==> config.mk <==
export PLATFORM = sky130hd
export DESIGN_NAME = jpeg_bitpack
export DESIGN_NICKNAME = d
export VERILOG_FILES = /design/src/rtl/jpeg_enc_pkg.sv /design/src/rtl/jpeg_bitpack_word.sv /design/src/rtl/jpeg_bitpack.sv
export SDC_FILE = /design/constraint.sdc
export NUM_CORES = 1
export LEC_CHECK = 0
export CORE_MARGIN = 4
export CORE_UTILIZATION = 30
export CTS_CLUSTER_DIAMETER = 80
export CTS_CLUSTER_SIZE = 40
export DETAILED_ROUTE_END_ITERATION = 8
export HOLD_SLACK_MARGIN = 0.15
export PLACE_DENSITY = 0.44
export RECOVER_POWER = 25
export SLEW_MARGIN = 10
export SYNTH_ARGS = -nofsm -noshare
export SYNTH_HDL_FRONTEND = slang
export SYNTH_HIERARCHICAL = 1
export SYNTH_SLANG_ARGS = --single-unit
==> constraint.sdc <==
create_clock -name clk -period 4.8 [get_ports clk]
set_clock_uncertainty 0.05 [all_clocks]
set_input_delay 0.96 -clock clk [delete_from_list [all_inputs] [get_ports clk]]
set_output_delay 0.96 -clock clk [all_outputs]
set_load 0.005 [all_outputs]
==> src/rtl/jpeg_enc_pkg.sv <==
// Shared constants and state encoding for the JPEG encoder byte path.
package jpeg_enc_pkg;

    localparam int MAXW = 32;
    localparam int ACCW = 64;

    localparam logic [7:0] MARKER_PREFIX = 8'hFF;
    localparam logic [7:0] EOI_CODE      = 8'hD9;
    localparam logic [7:0] STUFF_BYTE    = 8'h00;

    typedef enum logic [2:0] {
        ST_RUN,
        ST_PAD,
        ST_MRK_FF,
        ST_MRK_D9,
        ST_DRAIN,
        ST_DONE
    } bp_state_t;

endpackage

==> src/rtl/jpeg_bitpack_word.sv <==
// Byte-to-word assembler plus registered output with Last/Bytes; one byte/cycle.
// Full word leaves when the output register is free; otherwise byte_rdy_o drops.
module jpeg_bitpack_word (
    input  logic        clk,
    input  logic        rst,
    input  logic        byte_vld_i,
    input  logic [7:0]  byte_dat_i,
    output logic        byte_rdy_o,
    input  logic        drain_i,
    output logic        drain_done_o,
    output logic [31:0] dout_o,
    output logic        dout_vld_o,
    output logic        dout_last_o,
    output logic [2:0]  dout_bytes_o,
    input  logic        dout_rd_i
);
    logic [31:0] buf_q, buf_d;
    logic [2:0]  cnt_q, cnt_d;
    logic [31:0] dout_q, dout_d;
    logic        vld_q, vld_d;
    logic        last_q, last_d;
    logic [2:0]  bytes_q, bytes_d;
    logic        out_free, xfer_full, xfer_last;

    assign out_free     = !vld_q | dout_rd_i;
    assign xfer_full    = (cnt_q == 3'd4) & out_free & !drain_i;
    assign xfer_last    = drain_i & out_free & (cnt_q != 3'd0);
    // A full word leaving frees slot 0 in the same cycle.
    assign byte_rdy_o   = (cnt_q < 3'd4) | xfer_full;
    assign drain_done_o = xfer_last;

    assign dout_o       = dout_q;
    assign dout_vld_o   = vld_q;
    assign dout_last_o  = last_q;
    assign dout_bytes_o = bytes_q;

    always_comb begin
        buf_d   = buf_q;
        cnt_d   = cnt_q;
        dout_d  = dout_q;
        vld_d   = vld_q;
        last_d  = last_q;
        bytes_d = bytes_q;
        if (xfer_full || xfer_last) begin
            dout_d  = buf_q;
            vld_d   = 1'b1;
            last_d  = xfer_last;
            bytes_d = cnt_q;
            buf_d   = '0;
            cnt_d   = 3'd0;
        end else if (dout_rd_i) begin
            vld_d  = 1'b0;
            last_d = 1'b0;
        end
        if (byte_vld_i && byte_rdy_o) begin
            buf_d[{cnt_d[1:0], 3'b000} +: 8] = byte_dat_i;
            cnt_d = cnt_d + 3'd1;
        end
    end

    always_ff @(posedge clk or negedge rst) begin
        if (!rst) begin
            buf_q   <= '0;
            cnt_q   <= '0;
            dout_q  <= '0;
            vld_q   <= 1'b0;
            last_q  <= 1'b0;
            bytes_q <= '0;
        end else begin
            buf_q   <= buf_d;
            cnt_q   <= cnt_d;
            dout_q  <= dout_d;
            vld_q   <= vld_d;
            last_q  <= last_d;
            bytes_q <= bytes_d;
        end
    end

endmodule

==> src/rtl/jpeg_bitpack.sv <==
// JPEG entropy-segment packer: MSB-first bit packing, 0xFF stuffing, 1-padding, EOI.
// Codes accepted while the accumulator has MAXW bits of room; stalls on output backpressure.
module jpeg_bitpack #(
    parameter int MAXW = jpeg_enc_pkg::MAXW,
    parameter int ACCW = jpeg_enc_pkg::ACCW
) (
    input  logic            clk,
    input  logic            rst,
    input  logic [MAXW-1:0] CodeData,
    input  logic [5:0]      CodeWidth,
    input  logic            CodeEnable,
    output logic            CodeReady,
    input  logic            Flush,
    output logic [31:0]     DataOut,
    output logic            DataOutEnable,
    input  logic            DataOutRead,
    output logic            DataOutLast,
    output logic [2:0]      DataOutBytes,
    output logic            Busy
);
    import jpeg_enc_pkg::*;

    localparam int CW = $clog2(ACCW + 1);

    bp_state_t       state_q, state_d;
    logic [ACCW-1:0] acc_q, acc_d, code_bits;
    logic [CW-1:0]   bcnt_q, bcnt_d, sh;
    logic            stuff_q, stuff_d;
    logic            rdy_en_q;
    logic            byte_vld, byte_rdy, take_byte, pad_byte;
    logic [7:0]      byte_dat;
    logic            drain, drain_done, code_xfer, last_rd;

    // rdy_en_q keeps CodeReady low while reset is held.
    assign CodeReady = rdy_en_q & (state_q == ST_RUN) & (bcnt_q <= CW'(ACCW - MAXW));
    assign code_xfer = CodeEnable & CodeReady;
    assign Busy      = (state_q != ST_RUN);
    assign last_rd   = DataOutEnable & DataOutRead & DataOutLast;

    always_ff @(posedge clk or negedge rst) begin
        if (!rst) begin
            state_q  <= ST_RUN;
            acc_q    <= '0;
            bcnt_q   <= '0;
            stuff_q  <= 1'b0;
            rdy_en_q <= 1'b0;
        end else begin
            state_q  <= state_d;
            acc_q    <= acc_d;
            bcnt_q   <= bcnt_d;
            stuff_q  <= stuff_d;
            rdy_en_q <= 1'b1;
        end
    end

    always_comb begin
        state_d = state_q;
        case (state_q)
            ST_RUN:    if (Flush) state_d = ST_PAD;
            ST_PAD:    if (bcnt_q == '0 && !stuff_q) state_d = ST_MRK_FF;
            ST_MRK_FF: if (byte_rdy) state_d = ST_MRK_D9;
            ST_MRK_D9: if (byte_rdy) state_d = ST_DRAIN;
            ST_DRAIN:  if (drain_done) state_d = ST_DONE;
            ST_DONE:   if (last_rd) state_d = ST_RUN;
            default:   state_d = ST_RUN;
        endcase
    end

    // Byte slot source: pending stuff byte, then data bits, then the 1-padded tail.
    always_comb begin
        byte_vld  = 1'b0;
        byte_dat  = STUFF_BYTE;
        take_byte = 1'b0;
        pad_byte  = 1'b0;
        drain     = 1'b0;
        sh        = bcnt_q - CW'(8);
        case (state_q)
            ST_RUN, ST_PAD: begin
                if (stuff_q) begin
                    byte_vld = 1'b1;
                end else if (bcnt_q >= CW'(8)) begin
                    byte_vld  = 1'b1;
                    take_byte = 1'b1;
                    byte_dat  = 8'(acc_q >> sh);
                end else if (state_q == ST_PAD && bcnt_q != '0) begin
                    byte_vld = 1'b1;
                    pad_byte = 1'b1;
                    byte_dat = 8'(acc_q << (CW'(8) - bcnt_q)) | (8'hFF >> bcnt_q);
                end
            end
            ST_MRK_FF: begin
                byte_vld = 1'b1;
                byte_dat = MARKER_PREFIX;
            end
            ST_MRK_D9: begin
                byte_vld = 1'b1;
                byte_dat = EOI_CODE;
            end
            ST_DRAIN: drain = 1'b1;
            default: ;
        endcase
    end

    // Valid bits sit right-justified in acc_q[bcnt_q-1:0]; stale bits above are ignored.
    always_comb begin
        acc_d     = acc_q;
        bcnt_d    = bcnt_q;
        stuff_d   = stuff_q;
        code_bits = ACCW'(CodeData) & ((ACCW'(1) << CodeWidth) - ACCW'(1));
        if (byte_vld && byte_rdy) begin
            if (stuff_q)
                stuff_d = 1'b0;
            else if (take_byte || pad_byte)
                stuff_d = (byte_dat == MARKER_PREFIX);
            if (take_byte)
                bcnt_d = bcnt_q - CW'(8);
            if (pad_byte)
                bcnt_d = '0;
        end
        if (code_xfer) begin
            acc_d  = (acc_q << CodeWidth) | code_bits;
            bcnt_d = bcnt_d + CW'(CodeWidth);
        end
        if (state_q == ST_DONE && last_rd) begin
            acc_d   = '0;
            bcnt_d  = '0;
            stuff_d = 1'b0;
        end
    end

    jpeg_bitpack_word u_word (
        .clk          (clk),
        .rst          (rst),
        .byte_vld_i   (byte_vld),
        .byte_dat_i   (byte_dat),
        .byte_rdy_o   (byte_rdy),
        .drain_i      (drain),
        .drain_done_o (drain_done),
        .dout_o       (DataOut),
        .dout_vld_o   (DataOutEnable),
        .dout_last_o  (DataOutLast),
        .dout_bytes_o (DataOutBytes),
        .dout_rd_i    (DataOutRead)
    );

endmodule

==> metrics.txt <==
pin count of the biggest net entering global routing 135; number of failing hold endpoints at the final stage 0; Slowest-stage cell, CP sky130_fd_sc_hd__clkdlybuf4s50_1; synthesized area 0.01458 sq mm; global-route wire length before repair 83370 um; vertical extent of the die 228.4 um; part of the Yosys area used for sequential elements 0.2541; clock tree from TritonCTS built; number of synthesized register bits 148; vias post-DR 13167; detail-routed net length per standard cell 24.52 um; violated checks max-capacitance violations, max-slew violations; type of origin of the critical path register; Layout area overhead 11.46%; cell count after synthesis 1601; postcts setup bufs 0; longest individual stage delay on the worst path 610 ps; share of synthesized flip-flops with an asynchronous set or reset 1.000; number of warning messages in the yosys log 6; Worst Path Arrival 3080 ps; cts hold-fix bufs 0; cell leakage power 6.487 nW; period utilization 0.8518; detailed-placement wirelength estimate 39450 um; synthesized netlist net count 1663; site row count 80; worst setup path category register to output pin; die boundary width 228.4 um; total congestion overflow 0; fin area 0.01625 sq mm; Routed Antenna Nets 0; smallest hold slack 430.7 ps; internal reg-to-reg setup slack 820 ps; total wire length after detailed routing 54220 um; H-tree depth 4; post-synthesis area per instance 9.105 sq um; total negative setup slack 0 ps; cell area power density 634.7 mW/mm^2; number of remaining DRC errors 0; number of gates given a new drive strength after cts 0; critical path, cell by cell inv_1 -> ha_1 -> nand2b_1 -> o31a_1 -> nor4b_2 -> clkdlybuf4s50_1; status complete, but fails checks; Slew @ Worst Pin 2269 ps; nature of the critical path endpoint output pin; Worst VDD drop 350.2 uV; peak fanout along the critical path 4; total count of max-transition violations in the final report 85; layout cell share with drive strength beyond 1 0.1610; via count of the first global-routing pass 13132; starting density of the core 0.3047; count of routing violations after the opening detailed-route iteration 1188; worst endpoint required time 3790 ps; I/O pins 82; Avg Vias per Cell 5.955; most used flip-flop cell after synthesis sky130_fd_sc_hd__dfrtp_1; number of buffers inserted during clock tree synthesis 17; number of antenna violations at the first check in global routing 1; number of detailed-route iterations in the first pass 6; Post-Place Cell Area 0.01564 sq mm; worst min path class register to register; routability cong. 0.8782; root cell of the clock tree sky130_fd_sc_hd__clkbuf_16; latest clock arrival within the worst-skew pair 480 ps; area of the die 0.05218 sq mm; setup-violating endpoint count in the final report 0; total number of nets in the final design 1645; Maximum Capacitance Violations 1; Final min period 4088 ps; tightest slew margin relative to the limit -0.5126; RSZ-0062 raised after global routing false; CTS max path bufs 2; antenna fix cells 0; global-route usage over all layers 0.2061; Clock Pin Slew Worst Setup and Hold Paths 70 ps; timing-limited maximum frequency 0.2446 GHz; count of input and output buffers 81; count of distinct cell types in the synthesized netlist 98; number of enable flip-flop cells after synthesis 0; area inside the core boundary 0.04785 sq mm; sinks on the clock net 148
## worst max-delay path: cells and delay by family, from the launching register on
family          cells  cell delay [ps]
compound gates      1              280
fa+ha+maj           1              300
buf+inv             2              830
flops               1              470
simple gates        2              710
## sequential cells by signal, summed over array words and instances, names as in the netlist, 3 cells and up
register and count:
acc_q 64, bcnt_q 7, state_q 3, u_word/buf_q 32, u_word/cnt_q 3, u_word/dout_bytes_o 3, u_word/dout_o 32
## worst paths after layout
path,from,cells after the start,end
hold reg to reg,u_word/dout_o[29],1,u_word/dout_o[29]
hold / removal,u_word/dout_o[29],1,u_word/dout_o[29]
setup / recovery,bcnt_q[1],6,CodeReady
max in group asynchronous,rst,1,bcnt_q[1]
setup reg to reg,state_q[2],19,bcnt_q[6]
min in group asynchronous,rst,1,bcnt_q[2]
## logic make-up after synthesis
logic type	share of synthesized area
AND/OR/NAND/NOR	0.1783
AO/OA/AOI/OAI	0.1866
multiplexers	0.2922
buffers and inverters	0.06300
flip-flops	0.2541
adder cells (fa/ha/maj)	0.01682
XOR/XNOR	0.008842
other	0.0002572
## final cells by class
class	count	area, sq um
inverter	26	102.6
tap	615	769.5
clock inverter	11	140.1
clock buffer	21	470.5
multi-input combinational	1277	9968
timing repair buffer	113	1086
sequential	148	3711
fill	5004	31600
## per-layer routing
layer  vias up  wire (um)  global-route usage
li1       5978          -                   -
met1      6674      24030              0.2838
met2       436      25380              0.3255
met3        77       3082             0.03826
met4         2       1712             0.07348
met5         -         11                   0
## power breakdown
part           total, mW  switching [mW]  internal (mW)
clock               1.43           0.615          0.817
combinational       6.32            3.58           2.74
sequential          2.56           0.853           1.71
## synth_stat cells, types with 18 or more instances
cell type	count	area share
sky130_fd_sc_hd__a21oi_1	88	0.030
sky130_fd_sc_hd__a22o_1	32	0.019
sky130_fd_sc_hd__buf_1	22	0.0057
sky130_fd_sc_hd__buf_2	28	0.0096
sky130_fd_sc_hd__clkbuf_1	68	0.018
sky130_fd_sc_hd__dfrtp_1	148	0.25
sky130_fd_sc_hd__ha_1	18	0.015
sky130_fd_sc_hd__inv_1	20	0.0051
sky130_fd_sc_hd__mux2_1	35	0.027
sky130_fd_sc_hd__mux2_2	34	0.026
sky130_fd_sc_hd__mux2i_1	97	0.067
sky130_fd_sc_hd__mux4_2	108	0.17
sky130_fd_sc_hd__nand2_1	227	0.058
sky130_fd_sc_hd__nand3_1	79	0.027
sky130_fd_sc_hd__nor2_1	126	0.032
sky130_fd_sc_hd__nor3_1	23	0.0079
sky130_fd_sc_hd__o21ai_0	116	0.040
sky130_fd_sc_hd__o21ai_1	24	0.0082
## through the flow
step / cells / total power, mW / utilization / worst slack (ps)
2_1_floorplan: 1601 / 6.921 / - / 794.9
6_report: 2211 / 10.31 / 0.3396 / 711.6
4_1_cts: 2211 / 10.36 / 0.3397 / 527.6
3_3_place_gp: 2179 / 8.878 / 0.3270 / 734.4
3_5_place_dp: 2179 / 8.868 / 0.3270 / 693.0
5_1_grt: 2211 / 11.03 / 0.3396 / 429.8
## cell usage in the layout, fill, tap and decap left out, types with 28 or more instances in the layout
cell                              synthesis  layout
sky130_fd_sc_hd__o21ai_0                116     116
sky130_fd_sc_hd__clkdlybuf4s50_1          0      75
sky130_fd_sc_hd__nor2_1                 126     126
sky130_fd_sc_hd__mux2_2                  34      34
sky130_fd_sc_hd__a22o_1                  32      32
sky130_fd_sc_hd__a21oi_1                 88      88
sky130_fd_sc_hd__nand3_1                 79      78
sky130_fd_sc_hd__nand2_1                227     226
sky130_fd_sc_hd__mux4_2                 108     108
sky130_fd_sc_hd__buf_4                   14      28
sky130_fd_sc_hd__mux2i_1                 97      97
sky130_fd_sc_hd__dfrtp_1                148     146
sky130_fd_sc_hd__mux2_1                  35      35
(Power assumes the default switching activity.)
